`src/rtl/temp_sched.sv`:
```
// temp_sched: one-second sampling scheduler with a shared accumulator for
// N_CH sign-magnitude temperature sensors. Each tick sweeps every channel
// through one adder into per-channel sums; after 2^WIN_LOG2 sweeps the
// per-channel averages are handed out over a valid/ready handshake.
//
// Ports:
//   clk          system clock
//   rst          synchronous reset, active low
//   en           run enable (low parks the block in IDLE once a sweep/dump ends)
//   temperatura  sample for channel `sel`: bit 8 sign (1 = negative), 7:0 magnitude
//   sel          external sensor mux select
//   sec_tick     one-cycle pulse every CLK_PER_SEC cycles while en = 1
//   win_cnt      sweeps completed in the current window
//   avg_valid    average available (DUMP state)
//   avg_ready    consumer accepts the average
//   avg_ch       channel of the presented average (0 outside DUMP)
//   avg_data     signed two's-complement average, sign-extended (0 outside DUMP)
//   win_done     one-cycle pulse after the last channel's average is accepted
//   overrun      sticky: a tick arrived while one was already pending
//
// Build option: define TEMP_SCHED_ROUND_EN to round averages half toward
// +inf; otherwise the average is an arithmetic shift (floor).
//
// state  | meaning
// IDLE   | parked; sums, win_cnt and pending are clear
// WAIT   | waiting for a tick (or a pending one) to start a sweep
// SAMPLE | sweeping sel 0..N_CH-1, one channel per cycle
// DUMP   | presenting per-channel averages over avg_valid/avg_ready

module temp_sched #(
  parameter int CLK_PER_SEC = 50000000,
  parameter int N_CH        = 4,
  parameter int WIN_LOG2    = 6
) (
  input  logic                    clk,
  input  logic                    rst,
  input  logic                    en,
  input  logic [8:0]              temperatura,
  output logic [$clog2(N_CH)-1:0] sel,
  output logic                    sec_tick,
  output logic [WIN_LOG2-1:0]     win_cnt,
  output logic                    avg_valid,
  input  logic                    avg_ready,
  output logic [$clog2(N_CH)-1:0] avg_ch,
  output logic [10:0]             avg_data,
  output logic                    win_done,
  output logic                    overrun
);

  localparam int SEL_W = $clog2(N_CH);
  localparam int CNT_W = (CLK_PER_SEC > 1) ? $clog2(CLK_PER_SEC) : 1;
`ifdef TEMP_SCHED_ROUND_EN
  localparam int SUM_W = WIN_LOG2 + 10;
`else
  localparam int SUM_W = WIN_LOG2 + 9;
`endif

  localparam logic [1:0] S_IDLE   = 2'd0;
  localparam logic [1:0] S_WAIT   = 2'd1;
  localparam logic [1:0] S_SAMPLE = 2'd2;
  localparam logic [1:0] S_DUMP   = 2'd3;

  localparam logic [SEL_W-1:0] LAST_CH  = SEL_W'(N_CH - 1);
  localparam logic [CNT_W-1:0] CNT_LAST = CNT_W'(CLK_PER_SEC - 1);

  logic [1:0]              state;
  logic [CNT_W-1:0]        tick_cnt;
  logic                    pending;
  logic signed [SUM_W-1:0] sums [N_CH];

  logic signed [SUM_W-1:0] mag;
  logic signed [SUM_W-1:0] delta;
  logic signed [SUM_W-1:0] dump_sum;
  logic signed [SUM_W-1:0] dump_biased;
  logic signed [SUM_W-1:0] dump_shift;
  logic [SUM_W+10:0]       dump_ext;
  logic                    win_wrap;
  logic                    last_sample;
  logic                    last_accept;
  logic                    to_idle;

  // ---------------- tick counter ----------------
  always_ff @(posedge clk) begin
    if (!rst) begin
      tick_cnt <= '0;
    end else if (!en || tick_cnt == CNT_LAST) begin
      tick_cnt <= '0;
    end else begin
      tick_cnt <= tick_cnt + CNT_W'(1);
    end
  end

  assign sec_tick = en && (tick_cnt == CNT_LAST);

  // ---------------- datapath ----------------
  always_comb begin
    mag   = {{(SUM_W-8){1'b0}}, temperatura[7:0]};
    // negative zero (9'h100) negates to zero, so it adds nothing
    delta = temperatura[8] ? -mag : mag;
  end

  always_comb begin
    dump_sum = sums[avg_ch];
`ifdef TEMP_SCHED_ROUND_EN
    dump_biased = dump_sum + SUM_W'(2 ** (WIN_LOG2 - 1));
`else
    dump_biased = dump_sum;
`endif
    dump_shift = dump_biased >>> WIN_LOG2;
    // shifted value lies in -255..255, so its low 11 bits are the result
    dump_ext   = {{11{dump_shift[SUM_W-1]}}, dump_shift};
    avg_data   = (state == S_DUMP) ? dump_ext[10:0] : 11'd0;
  end

  assign avg_valid = (state == S_DUMP);

  // ---------------- control ----------------
  assign win_wrap    = &win_cnt;
  assign last_sample = (state == S_SAMPLE) && (sel == LAST_CH);
  assign last_accept = (state == S_DUMP) && avg_ready && (avg_ch == LAST_CH);

  // leaving for IDLE only at sweep/dump boundaries; a completed window still dumps
  assign to_idle = !en && ((state == S_WAIT) ||
                           (last_sample && !win_wrap) ||
                           last_accept);

  always_ff @(posedge clk) begin
    if (!rst) begin
      state    <= S_IDLE;
      sel      <= '0;
      win_cnt  <= '0;
      avg_ch   <= '0;
      pending  <= 1'b0;
      overrun  <= 1'b0;
      win_done <= 1'b0;
      for (int i = 0; i < N_CH; i++) sums[i] <= '0;
    end else begin
      win_done <= 1'b0;

      if (sec_tick && (state == S_SAMPLE || state == S_DUMP)) begin
        if (pending) overrun <= 1'b1;
        else         pending <= 1'b1;
      end

      case (state)
        S_IDLE: begin
          if (en) state <= S_WAIT;
        end
        S_WAIT: begin
          if (to_idle) begin
            state <= S_IDLE;
          end else if (sec_tick || pending) begin
            state   <= S_SAMPLE;
            sel     <= '0;
            // a fresh tick coinciding with a consumed pending one stays pending
            pending <= sec_tick && pending;
          end
        end
        S_SAMPLE: begin
          sums[sel] <= sums[sel] + delta;
          if (sel == LAST_CH) begin
            win_cnt <= win_cnt + WIN_LOG2'(1);
            if (win_wrap) begin
              state  <= S_DUMP;
              avg_ch <= '0;
            end else if (to_idle) begin
              state <= S_IDLE;
            end else begin
              state <= S_WAIT;
            end
          end else begin
            sel <= sel + SEL_W'(1);
          end
        end
        S_DUMP: begin
          if (avg_ready) begin
            sums[avg_ch] <= '0;
            if (avg_ch == LAST_CH) begin
              win_done <= 1'b1;
              avg_ch   <= '0;
              state    <= to_idle ? S_IDLE : S_WAIT;
            end else begin
              avg_ch <= avg_ch + SEL_W'(1);
            end
          end
        end
        default: state <= S_IDLE;
      endcase

      if (to_idle) begin
        win_cnt <= '0;
        pending <= 1'b0;
        for (int i = 0; i < N_CH; i++) sums[i] <= '0;
      end
    end
  end

endmodule

```
`config.mk`:
```
export PLATFORM = sky130hd
export DESIGN_NAME = temp_sched
export DESIGN_NICKNAME = d
export VERILOG_FILES = /design/src/rtl/temp_sched.sv
export SDC_FILE = /design/constraint.sdc
export NUM_CORES = 1
export LEC_CHECK = 0
export ABC_AREA = 1
export BUFFER_PORTS_ARGS = -buffer_cell sky130_fd_sc_hd__clkbuf_2
export CAP_MARGIN = 10
export CORE_UTILIZATION = 34
export DETAILED_ROUTE_END_ITERATION = 10
export PLACE_DENSITY = 0.49
export SYNTH_ARGS = -nofsm -noshare
export SYNTH_HDL_FRONTEND = slang
export SYNTH_SLANG_ARGS = --single-unit
```
`constraint.sdc`:
```
create_clock -name clk -period 2.9 [get_ports clk]
set_input_delay 0.145 -clock clk [delete_from_list [all_inputs] [get_ports clk]]
set_output_delay 0.145 -clock clk [all_outputs]
set_load 0.01 [all_outputs]
```
==> impl_metrics.env, run 1 <==
export IMPL_synth_flop_cell="edfxtp_1"
export IMPL_p_int_mw=3.42
export IMPL_hp_class="in2reg"
export IMPL_fill_cells=1844
export IMPL_drv_cap=0
export IMPL_dp_hpwl_mm=11.6
export IMPL_antenna_found_initial=0
export IMPL_rsz0062_at_grt="no"
export IMPL_synthArstFlopShare_pct=0
export IMPL_cts_root_buf="clkbuf_16"
export IMPL_stdcell_count=1089
export IMPL_antennaDiodeCount=0
export IMPL_powerDensity_nw_per_um2=881
export IMPL_fmax_mhz=380
export IMPL_r2r_end="sums[1][6]"
export IMPL_end_kind="flip-flop"
export IMPL_drive_gt1_share_pct=11.5
export IMPL_reg2reg_setup_slack_ns=0.27
export IMPL_die_h_um=137
export IMPL_final_common_cell="nor2_1"
export IMPL_overflow=0
export IMPL_switching_share_pct=43.8
export IMPL_post_route_util_pct=39.6
export IMPL_num_vias=5418
export IMPL_fp_row_count=48
export IMPL_setup_slack_ns=0.269
export IMPL_cts_tree="yes"
export IMPL_cp_required_ns=3.00
export IMPL_combPwrFrac_pct=48.5
export IMPL_synth_edf_count=60
export IMPL_grt_usage_pct=18.6
export IMPL_min_from="avg_ready"
export IMPL_area_delta_synth_final_pct=12.4
export IMPL_slew_viol_final=0
export IMPL_layout_nets=892
export IMPL_power_share_clock_pct=20.0
export IMPL_drc=0
export IMPL_tns_ns=0
export IMPL_clock_skew_ns=0.00568
export IMPL_syn_nets=851
export IMPL_ys_ff_latch=105
export IMPL_place_ws_ns=0.0967
export IMPL_htree_levels=3
export IMPL_start_util_pct=35.2
export IMPL_yosysSeqAreaShare_pct=43.9
export IMPL_dr_pass1_iters=5
export IMPL_avgSynthCellArea_um2=7.53
export IMPL_p_seq_share_pct=31.5
export IMPL_worst_pin_slew_ns=0.688
export IMPL_place_congestion=0.927
export IMPL_ant_nets=0
export IMPL_ff2ff_path_depth=11
export IMPL_io_pins=38
export IMPL_fin_crit_sh_pct=90.7
export IMPL_ys_warn_count=0
export IMPL_cts_buffer_depth=2
export IMPL_synth_cell_types=39
export IMPL_layout_common_cells="162 x nor2_1, 142 x nand2_1, 81 x inv_1"
export IMPL_cts_hold_buf=0
export IMPL_routed_wl_mm=16.4
export IMPL_wl_per_cell_um=15.1
export IMPL_grt_pass1_wl_mm=26.0
export IMPL_multi_input_area_um2=3000
export IMPL_netlist_instances=818
export IMPL_drt_first_iter_violations=309
export IMPL_synth_area_um2=6160
export IMPL_status="finished, final reports clean"
export IMPL_grt_max_degree=37
export IMPL_cts_clk_slew_worst_paths_ns=0.07
export IMPL_p_sw_mw=2.67
export IMPL_setup_viol=0
export IMPL_path_max_fanout=36
export IMPL_core_um2=17500
export IMPL_crit_type="reg2reg"
export IMPL_clock_sinks=105
export IMPL_min_to="win_done"
export IMPL_peakVddDrop_mv=0.317
export IMPL_power_leakage_nw=2.83
export IMPL_hold_viol=0
export IMPL_port_buffers=37
export IMPL_hold_depth=3
export IMPL_grt_pass1_vias=5033
export IMPL_die_x_um=137
export IMPL_seq_area_um2=2700
export IMPL_fin_crit_ns=2.63
export IMPL_clock_latency_ns=0.35
export IMPL_dieArea_um2=18600
export IMPL_startpoint_type="flip-flop"
export IMPL_cts_made_buffers=9
export IMPL_slew_headroom_pct=54.1
export IMPL_vias_per_cell=4.98
export IMPL_cp_arrival_ns=2.73
export IMPL_dp_cells=1073
export IMPL_whs_ns=0.125
==> synthesized netlist by cell type (2+ instances only) <==
master / number / area share (%)
nor2_1: 162 / 9.9
nand2_1: 142 / 8.7
inv_1: 81 / 4.9
o21ai_0: 73 / 5.9
a21oi_1: 68 / 5.5
edfxtp_1: 60 / 29
nand3_1: 49 / 4.0
dfxtp_1: 45 / 15
ha_1: 19 / 3.9
clkbuf_1: 12 / 0.73
or2_2: 12 / 1.2
nor3_1: 11 / 0.89
xor2_1: 9 / 1.3
nand4_1: 8 / 0.81
a31oi_1: 6 / 0.61
o22ai_1: 6 / 0.61
xnor2_1: 6 / 0.85
buf_6: 5 / 0.91
nand2_2: 5 / 0.51
nand3b_1: 4 / 0.49
buf_2: 3 / 0.24
inv_2: 3 / 0.18
nand2_4: 3 / 0.55
nor2_2: 3 / 0.30
nor3b_1: 3 / 0.37
nor4_1: 3 / 0.30
o21a_1: 3 / 0.37
buf_4: 2 / 0.24
clkinv_1: 2 / 0.12
==> stage by stage <==
step           cell area [um^2]  power (mW)
4_1_cts                    6910        6.11
3_5_place_dp               6620        4.88
5_1_grt                    6920        6.61
6_report                   6920        6.09
2_1_floorplan              6160        4.01
3_3_place_gp               6620        4.90
==> worst max-delay path, cell delays in order, from the launching register on <==
cell,delay (ns)
dfxtp_1,0.34
clkinv_1,0.10
buf_12,0.18
o21ai_0,0.16
o22ai_1,0.10
ha_1,0.23
fa_1,0.45
nand2_1,0.10
nand3_1,0.17
or2_2,0.32
nand3_1,0.15
nor2_1,0.07
==> repair_timing <==
| item | in CTS | in global routing |
|---|---|---|
| resized for setup | 0 | 3 |
| buffers inserted | 0 | 0 |
| setup endpoints to repair | 0 | 4 |
==> flip-flops by register name, summed over array words and instances (netlist names), named ones only <==
name and cells:
avg_ch 2, overrun 1, pending 1, sel 2, state 2, sums 60
tick_cnt 26, win_cnt 6, win_done 1
==> worst max path at each step <==
| stage | slack [ns] | depth (start not counted) | startpoint | to |
|---|---|---|---|---|
| detailed placement | 0.1 | 12 | flip-flop | sums[0][10] |
| CTS | 0.07 | 12 | flip-flop | sums[3][10] |
| floorplan | 0.34 | 12 | flip-flop | sums[0][10] |
| global route | 0.02 | 13 | flip-flop | sums[0][14] |
| finish | 0.27 | 11 | flip-flop | sums[1][6] |
| global placement | 0.16 | 12 | flip-flop | sums[1][10] |
==> logic make-up after synthesis <==
family,count (synthesis),share of synthesized area [%]
AO/OA/AOI/OAI,162,14.0
AND/OR/NAND/NOR,407,28.3
buffers and inverters,109,7.44
flip-flops,105,43.9
adder cells (fa/ha/maj),20,4.19
XOR/XNOR,15,2.13
==> per-layer routing <==
metal	track usage, %	vias to the layer above	part of all wire (%)
met2	29.6	89	45
met5	0	-	0
met4	7.41	0	2.1
li1	-	2810	-
met1	25.6	2495	50
met3	2.22	24	2.9
==> power groups by stage <==
stage / registers, mW / logic (mW) / clock network [mW]
4_1_cts: 1.92 / 2.94 / 1.25
3_5_place_dp: 1.95 / 2.93 / 0
5_1_grt: 1.94 / 3.35 / 1.32
2_1_floorplan: 1.93 / 2.08 / 0
3_3_place_gp: 1.95 / 2.95 / 0
6_report: 1.92 / 2.96 / 1.22
==> cell type report <==
cell class	count	area share [%]
multi-input cells	604	43.4
flip-flops and latches	105	39.1
inverters	86	4.67
repair buffers	53	4.59
well taps	225	4.07
clock buffers	12	3.87
clock inverters	4	0.380
No activity file was read; power rests on OpenSTA's default activity.
==> run 2: changes to the inputs <==
==> constraint.sdc (replaced) <==
create_clock -name clk -period 2.9 [get_ports clk]
set_input_delay 0.435 -clock clk [delete_from_list [all_inputs] [get_ports clk]]
set_output_delay 0.435 -clock clk [all_outputs]
set_load 0.01 [all_outputs]
==> run 2 against run 1 <==
- power is 0.65% lower
- register-to-register slack hardly changed
- design area is 0.42% higher
- flip-flop and latch count stayed put
- non-clock buffer count is 6 higher
- sequential share of layout area is 0.16 points lower
- clock power is 5% lower
- highest routed layer unchanged
- worst setup slack worse by 0.0026 ns
- critical path type unchanged
- critical path depth stayed put
- sequential power hardly changed
==> impl_metrics.env, run 2 (same netlist as run 1, synthesis figures left out) <==
export IMPL_status="finished, final reports clean"
export IMPL_crit_cells=11
export IMPL_crit_type="reg2reg"
export IMPL_crit_family="compound AO/OA/AOI/OAI gates"
export IMPL_fin_crit_sh_pct=90.8
export IMPL_grt_usage_pct=18.2
export IMPL_clock_skew_ns=0.00716
export IMPL_slowest_stage="ha_1"
export IMPL_dieArea_um2=18600
export IMPL_layout_common_cells="162 x nor2_1, 142 x nand2_1, 81 x inv_1"
export IMPL_regMostFlops="sums"
export IMPL_place_congestion=0.892
export IMPL_critPathMaxStageDelay_ns=0.35
export IMPL_drive_gt1_share_pct=12.2
export IMPL_num_vias=5388
export IMPL_area_delta_synth_final_pct=12.8
export IMPL_layout_nets=898
export IMPL_path_cells="inv_1 -> buf_12 -> o21ai_0 -> o21ai_0 -> ha_1 -> a21oi_1 -> o21ai_0 -> a21oi_1 -> nand3_1 -> nand3_1 -> nor2_1"
export IMPL_slew_headroom_pct=62.5
export IMPL_antennaDiodeCount=0
export IMPL_cts_tree="yes"
export IMPL_whs_ns=0.387
export IMPL_drc=0
export IMPL_largest_reg_flops=60
export IMPL_wl_per_cell_um=14.7
export IMPL_fp_row_count=48
export IMPL_cts_made_buffers=9
export IMPL_worst_pin_slew_ns=0.562
export IMPL_vias_per_cell=4.92
export IMPL_antenna_found_initial=0
export IMPL_cts_setup_buffers=0
export IMPL_power_leakage_nw=2.84
export IMPL_tns_ns=0
export IMPL_clock_latency_ns=0.36
export IMPL_top_regs="sums (60), tick_cnt (26), win_cnt (6)"
export IMPL_ff2ff_path_depth=11
export IMPL_start_util_pct=35.2
export IMPL_end_kind="flip-flop"
export IMPL_cp_required_ns=3.01
export IMPL_fmax_mhz=380
export IMPL_setup_viol=0
export IMPL_slew_viol_final=0
export IMPL_powerDensity_nw_per_um2=871
export IMPL_startpoint_type="flip-flop"
export IMPL_io_pins=38
export IMPL_final_common_cell="nor2_1"
export IMPL_die_x_um=137
export IMPL_port_buffers=37
export IMPL_crit_buf_inv=2
export IMPL_routed_wl_mm=16.1
export IMPL_cts_root_buf="clkbuf_16"
export IMPL_cts_buffer_depth=2
export IMPL_cp_arrival_ns=2.74
export IMPL_grt_pass1_wl_mm=25.8
export IMPL_total_power_mw=6.05
export IMPL_crit_top_cell="o21ai_0"
export IMPL_place_ws_ns=0.104
export IMPL_fin_crit_ns=2.63
export IMPL_hold_viol=0
export IMPL_dp_hpwl_mm=11.7
export IMPL_rsz0062_at_grt="no"
export IMPL_setup_slack_ns=0.267
export IMPL_overflow=0
export IMPL_drt_first_iter_violations=351
export IMPL_clock_sinks=105
export IMPL_grt_pass1_vias=5008
export IMPL_cts_clk_slew_worst_paths_ns=0.07
export IMPL_die_h_um=137
export IMPL_grt_max_degree=27
export IMPL_path_max_fanout=9
export IMPL_core_um2=17500
export IMPL_hold_depth=3
export IMPL_hp_class="in2reg"
export IMPL_peakVddDrop_mv=0.371
export IMPL_htree_levels=3
export IMPL_drv_cap=0
export IMPL_ant_nets=0
export IMPL_dr_pass1_iters=5
run 2: what timing repair did:
| action | in CTS | in global routing |
|---|---|---|
| endpoints found under the setup margin | 0 | 1 |
| endpoints found under the hold margin | 0 | 0 |
| gates resized for setup | 0 | 1 |
| hold buffers | 0 | 0 |
run 2: routing by layer:
| layer | track usage (%) | vias to the layer above | part of all wire [%] |
|---|---|---|---|
| met2 | 29.6 | 82 | 46 |
| met5 | 0 | - | 0 |
| met3 | 3.48 | 15 | 3.2 |
| met1 | 24.9 | 2485 | 50 |
| met4 | 4.14 | 0 | 1.0 |
| li1 | - | 2806 | - |
run 2: stage by stage:
step,cells,cell area (um^2),util [%]
after floorplan,818,6160,-
after global placement,1079,6670,38.1
after detailed placement,1079,6670,38.1
after CTS,1095,6940,39.7
after global routing,1095,6950,39.7
final,1095,6950,39.7
run 2: path summary, 6_finish.rpt:
path                    start  slack (ns)           to
setup reg to reg    flip-flop        0.27  sums[2][13]
hold reg to reg   tick_cnt[0]        0.45  tick_cnt[0]
hold / removal      avg_ready        0.39     win_done
setup / recovery    flip-flop        0.27  sums[2][13]
run 2: cell type report:
class / count / area (um^2)
Tap cell: 225 / 282
Fill cell: 1863 / 10500
Clock buffer: 9 / 225
Multi-Input combinational cell: 604 / 3000
Clock inverter: 7 / 53.8
Sequential cell: 105 / 2700
Inverter: 86 / 323
Timing Repair Buffer: 59 / 363
run 2: report_power, final:
part           switching [mW]  internal [mW]
logic                    1.99          0.991
clock network           0.573          0.591
registers              0.0935           1.81
total                    2.66           3.39
run 2: worst register-to-register path, stage by stage (launching register included):
cell	delay, ns
dfxtp_1	0.32
inv_1	0.25
buf_12	0.17
o21ai_0	0.07
o21ai_0	0.30
ha_1	0.35
a21oi_1	0.23
o21ai_0	0.15
a21oi_1	0.21
nand3_1	0.10
nand3_1	0.17
nor2_1	0.06
